$ cat src/rtl/sync_fifo_param.sv
// Single-clock parametrised FIFO with occupancy count, threshold flags,
// sticky overflow/underflow errors and an optional first-word-fall-through read port.
module sync_fifo_param #(
    parameter int DATA_W    = 8,
    parameter int DEPTH     = 16,
    parameter int AF_THRESH = DEPTH - 2,
    parameter int AE_THRESH = 2,
    parameter int FWFT      = 0
) (
    input  logic                       clk,
    input  logic                       rst_n,
    input  logic                       w_en,
    input  logic [DATA_W-1:0]          d_in,
    input  logic                       r_en,
    output logic [DATA_W-1:0]          d_out,
    output logic                       full,
    output logic                       empty,
    output logic                       almost_full,
    output logic                       almost_empty,
    output logic [$clog2(DEPTH):0]     count,
    output logic                       overflow,
    output logic                       underflow,
    input  logic                       clr_err
);

    localparam int AW = $clog2(DEPTH);
    localparam int CW = AW + 1;

    logic [DATA_W-1:0] mem [DEPTH];
    logic [AW-1:0]     wr_ptr;
    logic [AW-1:0]     rd_ptr;
    logic              wr_ok;
    logic              rd_ok;

    // Flags decode only the count register, so requests never reach them combinationally.
    assign full         = (count == CW'(DEPTH));
    assign empty        = (count == '0);
    assign almost_full  = (count >= CW'(AF_THRESH));
    assign almost_empty = (count <= CW'(AE_THRESH));

    assign wr_ok = w_en && !full;
    assign rd_ok = r_en && !empty;

    always_ff @(posedge clk) begin
        if (wr_ok) begin
            mem[wr_ptr] <= d_in;
        end
    end

    always_ff @(posedge clk or negedge rst_n) begin
        if (!rst_n) begin
            wr_ptr <= '0;
            rd_ptr <= '0;
            count  <= '0;
        end else begin
            if (wr_ok) begin
                wr_ptr <= wr_ptr + AW'(1);
            end
            if (rd_ok) begin
                rd_ptr <= rd_ptr + AW'(1);
            end
            case ({wr_ok, rd_ok})
                2'b10:   count <= count + CW'(1);
                2'b01:   count <= count - CW'(1);
                default: count <= count;
            endcase
        end
    end

    // A new error event wins over a same-cycle clear.
    always_ff @(posedge clk or negedge rst_n) begin
        if (!rst_n) begin
            overflow  <= 1'b0;
            underflow <= 1'b0;
        end else begin
            if (w_en && full) begin
                overflow <= 1'b1;
            end else if (clr_err) begin
                overflow <= 1'b0;
            end
            if (r_en && empty) begin
                underflow <= 1'b1;
            end else if (clr_err) begin
                underflow <= 1'b0;
            end
        end
    end

    generate
        if (FWFT != 0) begin : g_fwft
            assign d_out = mem[rd_ptr];
        end else begin : g_std
            always_ff @(posedge clk or negedge rst_n) begin
                if (!rst_n) begin
                    d_out <= '0;
                end else if (rd_ok) begin
                    d_out <= mem[rd_ptr];
                end
            end
        end
    endgenerate

endmodule

$ cat config.mk
export PLATFORM = sky130hd
export DESIGN_NAME = sync_fifo_param
export DESIGN_NICKNAME = d
export VERILOG_FILES = /design/src/rtl/sync_fifo_param.sv
export SDC_FILE = /design/constraint.sdc
export NUM_CORES = 1
export LEC_CHECK = 0
export CAP_MARGIN = 20
export CORE_ASPECT_RATIO = 0.9
export CORE_MARGIN = 5
export CORE_UTILIZATION = 40
export CTS_BUF_LIST = sky130_fd_sc_hd__clkbuf_4 sky130_fd_sc_hd__clkbuf_8
export CTS_CLUSTER_SIZE = 24
export DETAILED_ROUTE_END_ITERATION = 7
export PLACE_DENSITY = 0.61
export SYNTH_ARGS = -nofsm -noshare
export SYNTH_HDL_FRONTEND = slang
export SYNTH_SLANG_ARGS = --single-unit
$ cat constraint.sdc
create_clock -name clk -period 4 [get_ports clk]
set_input_delay 0.4 -clock clk [delete_from_list [all_inputs] [get_ports clk]]
set_output_delay 0.4 -clock clk [all_outputs]
set_load 0.01 [all_outputs]
==> flow_metrics.env, run 1 <==
export IMPL_endpoint_kind="flip-flop"
export IMPL_fp_row_count=43
export IMPL_drive_above_1_share=0.2164
export IMPL_critPathMaxFanout=11
export IMPL_peakVddDrop_mv=0.2776
export IMPL_start_util=0.4050
export IMPL_drcViolationCount=0
export IMPL_hold_buffers=0
export IMPL_outcome="complete, no violations"
export IMPL_yosysWarnings=0
export IMPL_fill_cells=1287
export IMPL_yosys_top_cells_count="edfxtp_1, mux4_2, dfrtp_1"
export IMPL_fin_crit_sh=0.8118
export IMPL_cts_tree="done"
export IMPL_die_w_microns=141.1
export IMPL_drtIter0Drc=180
export IMPL_core_area_sq_um=15280
export IMPL_cts_max_path_buffers=2
export IMPL_io_buffers=31
export IMPL_rsz0062_at_grt="false"
export IMPL_critPathArrivalTime_ns=3.55
export IMPL_die_y_microns=128
export IMPL_clk_pin_slew_ns=0.08
export IMPL_gp_congestion=0.7505
export IMPL_synth_cell_types=41
export IMPL_htree_levels=4
export IMPL_multi_input_area_sq_um=1643
export IMPL_skew_ns=0.007611
export IMPL_grt_pass1_vias=3128
export IMPL_cp_start_kind="flip-flop"
export IMPL_dr_total_vias=3021
export IMPL_synthTopCellsByArea="edfxtp_1, mux4_2, dfrtp_1"
export IMPL_drt_wl_total_mm=11.29
export IMPL_track_usage=0.1350
export IMPL_vias_per_cell=5.200
export IMPL_relSlewSlack=0.2443
export IMPL_max_cap_viol_count=0
export IMPL_nets=388
export IMPL_grt_first_pass_wirelength_mm=18.06
export IMPL_crit_required_ns=4.31
export IMPL_ctsResizeCount=0
export IMPL_fmaxAchievable_mhz=307.9
export IMPL_clk_latency_ns=0.44
export IMPL_insertedDiodeCount=0
export IMPL_post_cts_setup_buffer_count=0
export IMPL_fin_crit_ns=3.247
export IMPL_drtPass1Iterations=4
export IMPL_synth_async_sr_flop_share=0.1523
export IMPL_tns_ns=0
export IMPL_overflow=0
export IMPL_ys_flop_type="edfxtp_1"
export IMPL_clock_root_buffer="clkbuf_8"
export IMPL_synth_most_common_cell="edfxtp_1"
export IMPL_pin_count=32
export IMPL_worstMarginPinSlew_ns=1.133
export IMPL_synthToLayoutAreaGrowth_pct=14.96
export IMPL_cts_made_buffers=17
export IMPL_die_area_sq_um=18060
export IMPL_synth_top_area_frac=0.6211
export IMPL_final_hold_viol_count=0
export IMPL_p_per_area_nw_per_um2=672.7
export IMPL_cts_sinks=151
export IMPL_synthCells=328
export IMPL_syn_num_nets=350
export IMPL_p_leak_uw=0.002405
export IMPL_antenna_left=0
export IMPL_post_synth_cell_area_avg_sq_um=18.87
export IMPL_antenna_found_initial=0
export IMPL_fin_util=0.4656
export IMPL_seq_area_frac_synth=0.7141
export IMPL_hold_path_class="in2async"
export IMPL_wl_per_cell_microns=19.44
export IMPL_netlist_top_cell_by_area="edfxtp_1"
export IMPL_synth_edff_count=128
export IMPL_grt_max_degree=34
export IMPL_finalSetupViolCount=0
export IMPL_maxSlewViolCount=0
export IMPL_detailed_place_hpwl_mm=7.404
export IMPL_synth_area_sq_um=6188
export IMPL_ff_latch_area_sq_um=4420
export IMPL_critPathKind="reg2reg"
export IMPL_synth_seq_cells=151
-- cell families after synthesis --
group                      after synthesis  synth area share
DFF                                    151            0.7141
muxes                                   49            0.1442
buffers and inverters                   25           0.02042
adders and majority gates                9           0.01820
and+or+nand+nor                         57           0.04509
xor gates and xnor gates                 9           0.01274
AOI/OAI and AO/OA                       28           0.04529
-- critical path, stage by stage, from the launching register on --
cell and delay (ns):
dfrtp_1 0.50, or4_4 0.60, o21ai_4 0.31, inv_4 0.11, ha_1 0.32, xor2_1 0.18
ha_1 0.23, o21ai_0 0.19, o22ai_1 0.12, a2111oi_0 0.44, a211oi_1 0.10
-- metal layers --
layer / part of all wire / vias to the layer above / GRT usage
met5: 0 / - / 0
met4: 0.018 / 0 / 0.05983
met3: 0.040 / 18 / 0.03170
met2: 0.46 / 64 / 0.2015
met1: 0.48 / 1558 / 0.1899
li1: - / 1381 / -
-- state kept, by name, summed over array words and instances (netlist names) --
signal and flops:
count 5, underflow 1, mem 128, wr_ptr 4, rd_ptr 4, overflow 1, d_out 8
-- power by group --
part	total, uW	internal, uW	switching (uW)
Sequential	2230	1950	282
Clock	1150	624	524
Combinational	1410	739	667
-- worst paths after layout --
check / start / end / slack [ns] / cells after the start
hold / removal: rst_n / count[3]$_DFFE_PN0P_ / 0.21 / 1
max in group asynchronous: rst_n / rd_ptr[2]$_DFFE_PN0P_ / 3.39 / 2
hold reg to reg: d_out[2]$_DFFE_PN0P_ / d_out[2]$_DFFE_PN0P_ / 0.50 / 2
setup reg to reg: count[1]$_DFFE_PN0P_ / count[4]$_DFFE_PN0P_ / 0.75 / 10
min in group clk: d_out[2]$_DFFE_PN0P_ / d_out[2]$_DFFE_PN0P_ / 0.50 / 2
setup / recovery: count[1]$_DFFE_PN0P_ / count[4]$_DFFE_PN0P_ / 0.75 / 10
-- final cells by class --
type                       instances  area share
sequential                       151      0.6214
multi-input combinational        152      0.2309
timing repair buffer              38     0.05382
clock buffer                      20     0.03605
tap                              202     0.03553
clock inverter                    12     0.01882
inverter                           6    0.003517
-- cell usage in the layout, fill, tap and decap left out, types with 2 or more instances in the layout --
cell / count
edfxtp_1: 128
mux4_2: 32
clkdlybuf4s50_1: 31
dfrtp_1: 22
nand2_1: 21
clkbuf_8: 17
nor2_1: 16
mux2i_1: 16
ha_1: 9
o221ai_2: 8
xnor2_1: 6
clkinv_1: 6
buf_4: 6
inv_1: 5
nand2b_1: 4
nor3_1: 4
nor2b_1: 4
xor2_1: 3
o21ai_0: 3
clkbuf_4: 3
bufinv_16: 3
a2111oi_0: 2
a21oi_1: 2
a21o_1: 2
a211oi_1: 2
nand4_1: 2
a22o_1: 2
-- stage by stage --
stage | std cells | power (uW) | hold slack, ns | area, sq um | setup WS [ns]
after floorplan | 328 | 3206 | 0.1044 | 6188 | 1.091
after global placement | 548 | 3684 | 0.4868 | 6696 | 0.9139
after detailed placement | 548 | 3704 | 0.4889 | 6696 | 0.8105
after CTS | 580 | 4845 | 0.5045 | 7087 | 0.7961
after global routing | 581 | 5048 | 0.1873 | 7114 | 0.6171
final | 581 | 4786 | 0.2066 | 7114 | 0.7527
Power figures use the tool's default switching activity.
==> inputs of run 2 (changes only) <==
==> constraint.sdc (replaced) <==
create_clock -name clk -period 3.3 [get_ports clk]
set_input_delay 0.33 -clock clk [delete_from_list [all_inputs] [get_ports clk]]
set_output_delay 0.33 -clock clk [all_outputs]
set_load 0.01 [all_outputs]
==> run 2 against run 1 <==
  * Die area did not move
  * Worst hold slack improved by 0.0045 ns
  * Sequential share of layout area shrank 0.66 points
  * Clock power is 14% higher
  * Wire length is 2.6% higher
  * Count of clock-buffer cells in the layout up 3
  * Setup slack lost 0.39 ns
  * Utilization up 0.50 points
  * Via count grew 2.0%
  * Largest cell class unchanged
==> flow_metrics.env, run 2 (synthesized netlist as in run 1, its figures left out) <==
export IMPL_drtPass1Iterations=4
export IMPL_finalSetupViolCount=0
export IMPL_skew_ns=0.01206
export IMPL_tns_ns=0
export IMPL_detailed_place_hpwl_mm=7.551
export IMPL_p_per_area_nw_per_um2=802.7
export IMPL_grt_first_pass_wirelength_mm=18.11
export IMPL_fin_crit_ns=2.941
export IMPL_critPathArrivalTime_ns=3.25
export IMPL_max_cap_viol_count=0
export IMPL_endpoint_kind="flip-flop"
export IMPL_cts_max_path_buffers=2
export IMPL_start_util=0.4050
export IMPL_die_area_sq_um=18060
export IMPL_die_y_microns=128
export IMPL_nets=404
export IMPL_rsz0062_at_grt="false"
export IMPL_crit_required_ns=3.61
export IMPL_worstMarginPinSlew_ns=1.011
export IMPL_fmaxAchievable_mhz=340.0
export IMPL_place_ws_ns=0.2709
export IMPL_outcome="complete, no violations"
export IMPL_hold_buffers=0
export IMPL_critPathMaxFanout=9
export IMPL_final_common_cell="edfxtp_1"
export IMPL_peakVddDrop_mv=0.4043
export IMPL_die_w_microns=141.1
export IMPL_most_common_layout_cells="edfxtp_1, mux4_2, clkdlybuf4s50_1"
export IMPL_htree_levels=4
export IMPL_reg_largest_list="mem (128), d_out (8), count (5)"
export IMPL_clock_root_buffer="clkbuf_8"
export IMPL_core_area_sq_um=15280
export IMPL_grt_pass1_vias=3146
export IMPL_maxSlewViolCount=0
export IMPL_track_usage=0.1372
export IMPL_antenna_left=0
export IMPL_cts_made_buffers=17
export IMPL_cts_tree="done"
export IMPL_synthToLayoutAreaGrowth_pct=16.19
export IMPL_vias_per_cell=5.180
export IMPL_drtIter0Drc=185
export IMPL_largest_register_ffs=128
export IMPL_gp_congestion=0.7545
export IMPL_cts_sinks=151
export IMPL_dr_total_vias=3082
export IMPL_antenna_found_initial=0
export IMPL_pin_count=32
export IMPL_critPathKind="reg2reg"
export IMPL_ctsResizeCount=0
export IMPL_drt_wl_total_mm=11.59
export IMPL_grt_max_degree=34
export IMPL_wl_per_cell_microns=19.48
export IMPL_drcViolationCount=0
export IMPL_final_hold_viol_count=0
export IMPL_insertedDiodeCount=0
export IMPL_p_leak_uw=0.002476
export IMPL_io_buffers=31
export IMPL_cp_start_kind="flip-flop"
export IMPL_fp_row_count=43
export IMPL_post_cts_setup_buffer_count=0
export IMPL_fill_cells=1324
export IMPL_clk_pin_slew_ns=0.07
export IMPL_overflow=0
export IMPL_setup_slack_ns=0.3587
export IMPL_fin_crit_sh=0.8913
export IMPL_drive_above_1_share=0.2494
export IMPL_largest_register="mem"
export IMPL_hold_path_class="in2async"
export IMPL_relSlewSlack=0.3257
export IMPL_clk_latency_ns=0.44
[run 2: critical path, cell delays in order (launching register included)]
cell and delay (ns):
dfrtp_1 0.48, or4_4 0.57, o21ai_4 0.17, inv_4 0.09
ha_1 0.29, xor2_1 0.18, ha_1 0.22, o21ai_0 0.16
o22ai_1 0.12, a2111oi_0 0.44, a211oi_1 0.09
[run 2: final cells by class]
class,instances,area [sq um],area share
multi-input combinational,152,1643,0.2285
clock buffer,23,279.0,0.03880
timing repair buffer,54,490.5,0.06821
clock inverter,7,80.08,0.01114
tap,202,252.7,0.03515
sequential,151,4420,0.6148
inverter,6,25.02,0.003480
[run 2: metrics by stage]
step           power [uW]  instances  hold slack (ns)    util  instance area [sq um]
2_1_floorplan        3886        328          0.03441       -                   6188
3_3_place_gp         4516        564           0.4809  0.4461                   6817
3_5_place_dp         4539        564           0.4736  0.4461                   6817
4_1_cts              5850        594           0.4745  0.4696                   7176
5_1_grt              6102        595           0.2247  0.4706                   7191
6_report             5772        595           0.2112  0.4706                   7191
[run 2: routing by layer]
metal  GRT usage  up-vias  wire length (microns)
li1            -     1412                      -
met1      0.1883     1594                   5359
met2      0.2093       65                   5449
met3     0.04327       11                    669
met4     0.04615        0                    111
met5           0        -                      0
[run 2: worst paths after layout]
kind                                       from              endpoint  slack [ns]  cells after the start
min                                       rst_n  count[2]$_DFFE_PN0P_        0.21                      1
max in group asynchronous                 rst_n  d_out[3]$_DFFE_PN0P_        2.62                      2
min reg2reg                d_out[6]$_DFFE_PN0P_  d_out[6]$_DFFE_PN0P_        0.50                      2
max reg2reg                count[0]$_DFFE_PN0P_  count[4]$_DFFE_PN0P_        0.36                     10
max                        count[0]$_DFFE_PN0P_  count[4]$_DFFE_PN0P_        0.36                     10
min in group clk           d_out[6]$_DFFE_PN0P_  d_out[6]$_DFFE_PN0P_        0.50                      2
[run 2: power breakdown]
part | switching, uW | internal (uW) | total (uW)
clock | 605 | 701 | 1310
combinational | 922 | 941 | 1860
sequential | 238 | 2360 | 2600
total | 1770 | 4010 | 5770
